[config.mk]
export PLATFORM = sky130hd
export DESIGN_NAME = pulse_burst_detector
export DESIGN_NICKNAME = d
export VERILOG_FILES = /design/src/rtl/pulse_burst_detector.sv
export SDC_FILE = /design/constraint.sdc
export NUM_CORES = 1
export LEC_CHECK = 0
export BUFFER_PORTS_ARGS = -buffer_cell sky130_fd_sc_hd__buf_2
export CAP_MARGIN = 10
export CORE_ASPECT_RATIO = 0.8
export CORE_MARGIN = 2
export CORE_UTILIZATION = 50
export CTS_CLUSTER_DIAMETER = 40
export DETAILED_ROUTE_END_ITERATION = 8
export PLACE_DENSITY_LB_ADDON = 0.3
export SYNTH_ARGS = -nofsm -noshare
export SYNTH_HDL_FRONTEND = slang
export SYNTH_SLANG_ARGS = --single-unit
export TNS_END_PERCENT = 50
[constraint.sdc]
create_clock -name clock -period 5 [get_ports clock]
set_input_delay 0.25 -clock clock [delete_from_list [all_inputs] [get_ports clock]]
set_output_delay 0.25 -clock clock [all_outputs]
set_load 0.02 [all_outputs]
[src/rtl/pulse_burst_detector.sv]
// Self-checking receiver for a serial pulse train: validates high widths and low gaps,
// flags a completed burst of PULSES good pulses with done and any violation with error.
module pulse_burst_detector #(
  parameter int unsigned PULSES   = 2,
  parameter int unsigned MIN_HIGH = 2,
  parameter int unsigned MAX_HIGH = 4,
  parameter int unsigned MAX_GAP  = 4,
  parameter int unsigned CNT_W    = 4
) (
  input  logic             clock,
  input  logic             reset_n,
  input  logic             enable,
  input  logic             signal,
  output logic             busy,
  output logic             done,
  output logic             error,
  output logic [CNT_W-1:0] count
);

  localparam int unsigned WID_W = $clog2(MAX_HIGH + 2);
  localparam int unsigned GAP_W = $clog2(MAX_GAP + 2);

  typedef enum logic [2:0] {
    ST_IDLE  = 3'd0,
    ST_HIGH  = 3'd1,
    ST_LOW   = 3'd2,
    ST_DONE  = 3'd3,
    ST_ERROR = 3'd4
  } state_t;

  state_t             state_q, state_d;
  logic               sync1_q, s_q, s_d_q;
  logic [WID_W-1:0]   width_q, width_d;
  logic [GAP_W-1:0]   gap_q, gap_d;
  logic [CNT_W-1:0]   count_d;
  logic [CNT_W-1:0]   count_inc;
  logic               busy_d, done_d, error_d;
  logic               rise, fall;

  // Two-flop synchronizer plus one delay stage for edge detection; runs regardless of enable
  always_ff @(posedge clock or negedge reset_n) begin
    if (!reset_n) begin
      sync1_q <= 1'b0;
      s_q     <= 1'b0;
      s_d_q   <= 1'b0;
    end else begin
      sync1_q <= signal;
      s_q     <= sync1_q;
      s_d_q   <= s_q;
    end
  end

  assign rise      = s_q & ~s_d_q;
  assign fall      = ~s_q & s_d_q;
  assign count_inc = count + CNT_W'(1);

  // State, counters and registered outputs
  always_ff @(posedge clock or negedge reset_n) begin
    if (!reset_n) begin
      state_q <= ST_IDLE;
      width_q <= '0;
      gap_q   <= '0;
      count   <= '0;
      busy    <= 1'b0;
      done    <= 1'b0;
      error   <= 1'b0;
    end else begin
      state_q <= state_d;
      width_q <= width_d;
      gap_q   <= gap_d;
      count   <= count_d;
      busy    <= busy_d;
      done    <= done_d;
      error   <= error_d;
    end
  end

  // Next-state, counter updates and next output values
  always_comb begin
    state_d = state_q;
    width_d = width_q;
    gap_d   = gap_q;
    count_d = count;

    if (!enable) begin
      state_d = ST_IDLE;
    end else begin
      case (state_q)
        ST_IDLE: begin
          if (rise) begin
            state_d = ST_HIGH;
            width_d = WID_W'(1);
            count_d = '0;
          end
        end
        ST_HIGH: begin
          if (s_q) begin
            if (width_q >= WID_W'(MAX_HIGH)) begin
              state_d = ST_ERROR;
            end
            if (width_q != WID_W'(MAX_HIGH + 1)) begin
              width_d = width_q + WID_W'(1);
            end
          end else if (width_q < WID_W'(MIN_HIGH)) begin
            state_d = ST_ERROR;
          end else begin
            count_d = count_inc;
            if (count_inc == CNT_W'(PULSES)) begin
              state_d = ST_DONE;
            end else begin
              state_d = ST_LOW;
              gap_d   = GAP_W'(1);
            end
          end
        end
        ST_LOW: begin
          if (rise) begin
            state_d = ST_HIGH;
            width_d = WID_W'(1);
          end else if (!s_q) begin
            if (gap_q >= GAP_W'(MAX_GAP)) begin
              state_d = ST_ERROR;
            end
            if (gap_q != GAP_W'(MAX_GAP + 1)) begin
              gap_d = gap_q + GAP_W'(1);
            end
          end
        end
        ST_DONE: begin
          // A rise coinciding with done is deliberately dropped
          state_d = ST_IDLE;
        end
        ST_ERROR: begin
          if (!s_q) begin
            state_d = ST_IDLE;
          end
        end
        default: begin
          state_d = ST_IDLE;
        end
      endcase
    end

    busy_d  = (state_d == ST_HIGH) || (state_d == ST_LOW) || (state_d == ST_ERROR);
    done_d  = (state_d == ST_DONE);
    error_d = (state_d == ST_ERROR) && (state_q != ST_ERROR);
  end

  // fall is implied by (state HIGH, s low); kept for readability of edge intent
  logic unused_fall;
  assign unused_fall = fall;

endmodule

; After elaboration in Yosys (flattened, before gate mapping)
; Cells that the tools add are included.
[classes]
n_addsub = 3
magnitude_cmp = 3
n_eq_ne = 21
muxes = 26
n_bitwise = 2
n_reduce_logical = 11
[ops]
columns = op, count
row1 = $mux W3, 18
row2 = $ne A2 B2 Y1 const B, 9
row3 = $mux W4, 3
row4 = $pmux W3 S2, 2
row5 = $pmux W3 S4, 1
row6 = $reduce_and A5 Y1, 2
row7 = $eq A3 B2 Y1 const B, 3
row8 = $ne A3 B3 Y1 const B, 3
row9 = $pmux W4 S2, 1
row10 = $reduce_and A8 Y1, 1
row11 = $add A3 B1 Y3 const B, 2
row12 = $eq A3 B1 Y1 const B, 2
row13 = $eq A3 B3 Y1 const B, 2
row14 = $ge A3 B3 Y1 const B, 2
row15 = $reduce_bool A2 Y1, 3
row16 = $add A4 B1 Y4 const B, 1
row17 = $eq A4 B2 Y1 const B, 1
row18 = $logic_not A3 Y1, 1
row19 = $lt A3 B2 Y1 const B, 1
row20 = $logic_or A1 B1 Y1, 2
row21 = $ne A2 B1 Y1 const B, 1
row22 = $reduce_or A2 Y1, 1
row23 = $and A1 B1 Y1, 1
row24 = $logic_and A1 B1 Y1, 1
row25 = 2 further kinds, 2
[word_totals]
reg_bits = 19
input_bits = 4
output_inout_bits = 7
word_cells = 76

; Depth between registers and ports, before layout
[logic_depth]
word_depth = 10
mapped_depth = 6
mapped_depth_nobuf = 6

; Worst setup path after synthesis
; OpenSTA, ideal clock, no wires.
[synth_timing]
path_type = register to register
startpoint = reg count[0]
endpoint = reg gap_q[0]
setup_time_ns = 0.128
arrival_time_ns = 1.848
t_required_ns = 4.872
path_slack_ns = 3.024
path_stages_with_launch = 6
path_buffers = 0
period_less_slack_ns = 1.976
path_cell_list = dfrtp_1 > ha_1 > or4b_4 > o31ai_4 > a2111oi_4 > mux2_1
[synth_via]
elab_chain_cells = 4
[synth_rtl]
columns = element, line
row1 = start: declaration, 17  ; output logic [CNT_W-1:0] count
row2 = start signal: assignment, 71  ; count <= count_d;
row3 = $add A4 B1 Y4, 55  ; assign count_inc = count + CNT_W'(1);
row4 = $eq A4 B2 Y1, 108  ; if (count_inc == CNT_W'(PULSES)) begin
row5 = $ne A2 B2 Y1 (no source line), --
row6 = $reduce_and A8 Y1 (no source line), --
row7 = end signal: assignment, 70  ; gap_q <= gap_d;
row8 = end: declaration, 34  ; logic [GAP_W-1:0] gap_q, gap_d;
; Every way passes these cells.
; A chain may end at the register's enable or synchronous reset.

; Worst setup path in the final report
[layout_timing]
startpoint = reg count[0]
endpoint = reg gap_q[1]
; Same word-level chain as after synthesis.

==> impl_metrics.toml <==
[run_status]
result_of_the_run = "complete, no violations"

[sta]
setup-violations-final = 0
finalHoldViolations = 0
setup_total_negative_slack_ns = 0
worstMarginPinSlew_ns = 0.4422
max_clk_rate_mhz = 504.7
worst_case_clock_skew_ns = 0.003376
final.period_utilization_pct = 39.63
maxSlewViolCount = 0
slew-limit-headroom_pct = 70.52
setup_repair_after_global_routing_missed_its_margin = "no"
final_critical_delay_including_setup_and_external_delays_ns = 1.982

[worst_setup_path]
r2r_setup_slack_ns = 3.02
timing.critical_path.required_ns = 5.19
critical_path_depth = 5
chain_of_cells_forming_the_critical_path = "ha_1, or4b_4, o31ai_4, a2111oi_4, mux2_1"
timing.reg2reg.worst_path_depth = 5
timing.critical_path.slowest_stage_cell = "sky130_fd_sc_hd__or4b_4"
max_stage_delay_ns = 0.57
r2r_end = "gap_q[1]"
crit_path_max_fanout = 8
worstSetupEndpoint = "gap_q[1]"
crit_type = "flip-flop to flip-flop"
end_kind = "flip-flop"
critPathTopFamily = "simple AND/OR/NAND/NOR gates"
critical_path.n_buffers_inverters = 0
worst_ep_arrival_time_ns = 2.17
crit_start = "count[0]"
worstSetupStartpointType = "flip-flop"
critical_path.reg2reg.startpoint = "count[0]"

[global_routing]
antenna_violations_before_repair = 0
vias_in_the_first_global_route = 723
overflow = 0
grt_start_max_net_pins = 20
grt_first_pass_wirelength_um = 3436
grt_util_all_layers_pct = 17.88

[logic_synthesis]
synth_seq_cells = 19
synthesis.yosys.warnings = 0
synth_cell_types = 43
edff_count_synth = 0
synth-async-reset-ratio_pct = 100.0
synth_top_flop_cell = "sky130_fd_sc_hd__dfrtp_1"
proportion_of_synthesized_chip_area_in_sequential_cells_pct = 42.74
synthesis.nets = 116
avgSynthCellArea_um2 = 10.49
mappedNetlistArea_mm2 = 0.001112
synthTopCellsByArea = "sky130_fd_sc_hd__dfrtp_1 (43%), sky130_fd_sc_hd__ha_1 (6.7%), sky130_fd_sc_hd__nor2_1 (3.7%), sky130_fd_sc_hd__a2111oi_4 (2.5%), sky130_fd_sc_hd__a21oi_1 (2.2%)"
synthCells = 106
synthDominantAreaCellType = "sky130_fd_sc_hd__dfrtp_1"
yosysTopAreaCellShare_pct = 42.74

[drt]
initialDrtViolationCount = 29
detail_route.vias_per_cell = 5.783
dr.pass1.iters = 4
drt_drc = 0
route.final.wire_length_um = 1972
vias = 827
antenna_violating_nets_post_route = 0
routed_wire_length_per_instance_um = 13.79

[clock_network]
cts_tree = "yes"
numCtsBuffers = 3
htreeDepth = 1
cts_buffer_depth = 2
clock_insertion_delay_worst_skew_ns = 0.30
postCtsSetupRepairBufs = 0
clock_transition_at_the_register_clock_pins_on_the_worst_setup_and_hold_paths_after_cts_ns = 0.10
cts_sinks = 19
ctsRootBufferMaster = "sky130_fd_sc_hd__clkbuf_4"

[floorplan]
height_of_the_die_um = 46.19
die_area_mm2 = 0.002620
floorplan.initialDensity_pct = 52.45
core_mm2 = 0.002121
pin_count = 11
placementRows = 15
chipWidth_um = 56.74

[place]
port_buffers = 10
weighted_congestion_at_the_end_of_routability_driven_global_placement = 0.8556
dp.cells = 138
postPlaceCellArea_mm2 = 0.001170
place_hpwl_um = 1504

[cells_and_area]
final_nets = 129
share_of_cells_above_drive_strength_1_pct = 18.64
area_growth_pct = 8.437
filler_cell_count = 178
n_antenna_cell = 0
finalNonFillerCells = 143
final_area_mm2 = 0.001206

[power]
power.clock.fraction_pct = 25.2
power.combinational.fraction_pct = 16.4
total_leakage_power_nw = 0.5386
vdd.ir_drop.worst_mv = 0.2173
power.share.sequential_pct = 58.5
internal_power_uw = 217.6
power_density_mw_per_mm2 = 253.0
p_sw_share_pct = 28.70
netSwitchingPower_uw = 87.59

[flow_run]
max_cap_viols = 0

[worst_hold_path]
holdCritPathClass = "input port to flip-flop"
cells in the mapped netlist, types with 3 or more instances:
cell type / count
sky130_fd_sc_hd__nand3_1: 3
sky130_fd_sc_hd__inv_1: 5
sky130_fd_sc_hd__nor2_1: 11
sky130_fd_sc_hd__nor3_1: 4
sky130_fd_sc_hd__nor2b_1: 3
sky130_fd_sc_hd__nand2b_1: 3
sky130_fd_sc_hd__nor3b_1: 3
sky130_fd_sc_hd__a21oi_1: 5
sky130_fd_sc_hd__nand2_1: 4
sky130_fd_sc_hd__ha_1: 6
sky130_fd_sc_hd__o31ai_1: 3
sky130_fd_sc_hd__dfrtp_1: 19
final cells by class:
class	instances	area [µm²]	share of cell area, %
Inverter	5	18.77	1.556
Multi-Input combinational cell	79	594.3	49.27
Clock buffer	4	26.28	2.178
Timing Repair Buffer	11	60.06	4.979
Sequential cell	19	475.5	39.42
Tap cell	25	31.28	2.593
metrics by stage:
stage          util, %  total power, mW  hold WS [ns]  setup WS [ns]
6_report         56.87           0.3052       0.04942          3.019
5_1_grt          56.87           0.3242       0.02700          2.935
4_1_cts          56.87           0.3086       0.04062          3.016
3_5_place_dp     55.16           0.2311        0.2068          3.030
3_3_place_gp     55.16           0.2295        0.2078          3.089
2_1_floorplan        -           0.2166      -0.04559          3.024
power groups by stage:
stage | clock network (mW) | registers (mW) | logic [mW]
2_1_floorplan | 0 | 0.179 | 0.0380
3_3_place_gp | 0 | 0.181 | 0.0486
3_5_place_dp | 0 | 0.181 | 0.0497
4_1_cts | 0.0795 | 0.178 | 0.0505
5_1_grt | 0.0857 | 0.181 | 0.0575
6_report | 0.0768 | 0.178 | 0.0500
how the worst min path moves through the flow:
stage / from / slack (ns) / end / cells after the start
CTS: signal / 0.04 / sync1_q / 1
finish: signal / 0.05 / sync1_q / 1
floorplan: reset_n / -0.05 / busy / 0
global placement: reset_n / 0.21 / error / 1
global route: signal / 0.03 / sync1_q / 1
detailed placement: reset_n / 0.21 / error / 1
logic make-up after synthesis:
logic type | count (synthesis) | synth area share [%]
buffers and inverters | 8 | 3.824
DFF | 19 | 42.75
and+or+nand+nor | 41 | 21.26
muxes | 2 | 2.025
adders and majority gates | 6 | 6.749
xor gates and xnor gates | 1 | 0.7875
AOI/OAI and AO/OA | 29 | 22.61
state kept, by name, summed over array words and instances, names as in the netlist:
| register | count |
|---|---|
| width_q | 3 |
| s_q | 1 |
| state_q | 3 |
| sync1_q | 1 |
| count | 4 |
| done | 1 |
| error | 1 |
| gap_q | 3 |
| s_d_q | 1 |
| busy | 1 |
per-layer routing:
| layer | vias to the layer above | wire length, µm | track usage [%] |
|---|---|---|---|
| met3 | 5 | 97 | 5.899 |
| met2 | 18 | 826 | 23.72 |
| met5 | - | 0 | 0 |
| met1 | 388 | 1010 | 25.70 |
| li1 | 416 | - | - |
| met4 | 0 | 38 | 9.302 |
cell usage in the layout (no fill, tap or decap), types with 2 or more instances in the layout:
master / count
sky130_fd_sc_hd__o21ai_0: 2
sky130_fd_sc_hd__nand2b_1: 3
sky130_fd_sc_hd__nand2_1: 4
sky130_fd_sc_hd__nor2_1: 11
sky130_fd_sc_hd__a31oi_1: 2
sky130_fd_sc_hd__inv_1: 5
sky130_fd_sc_hd__nor3b_1: 3
sky130_fd_sc_hd__o31ai_1: 3
sky130_fd_sc_hd__ha_1: 6
sky130_fd_sc_hd__buf_2: 10
sky130_fd_sc_hd__clkbuf_4: 3
sky130_fd_sc_hd__dfrtp_1: 19
sky130_fd_sc_hd__a21oi_1: 5
sky130_fd_sc_hd__nor2b_1: 3
sky130_fd_sc_hd__o41ai_1: 2
sky130_fd_sc_hd__nor3_1: 4
sky130_fd_sc_hd__o2bb2ai_1: 2
sky130_fd_sc_hd__nand4_1: 2
sky130_fd_sc_hd__nand3_1: 3
sky130_fd_sc_hd__mux2_1: 2
what timing repair did:
item                      4_1_cts  5_1_grt
gates resized for setup         0        0
hold buffers                    1        0
hold endpoints to repair       19        0
Power figures use the tool's default switching activity.
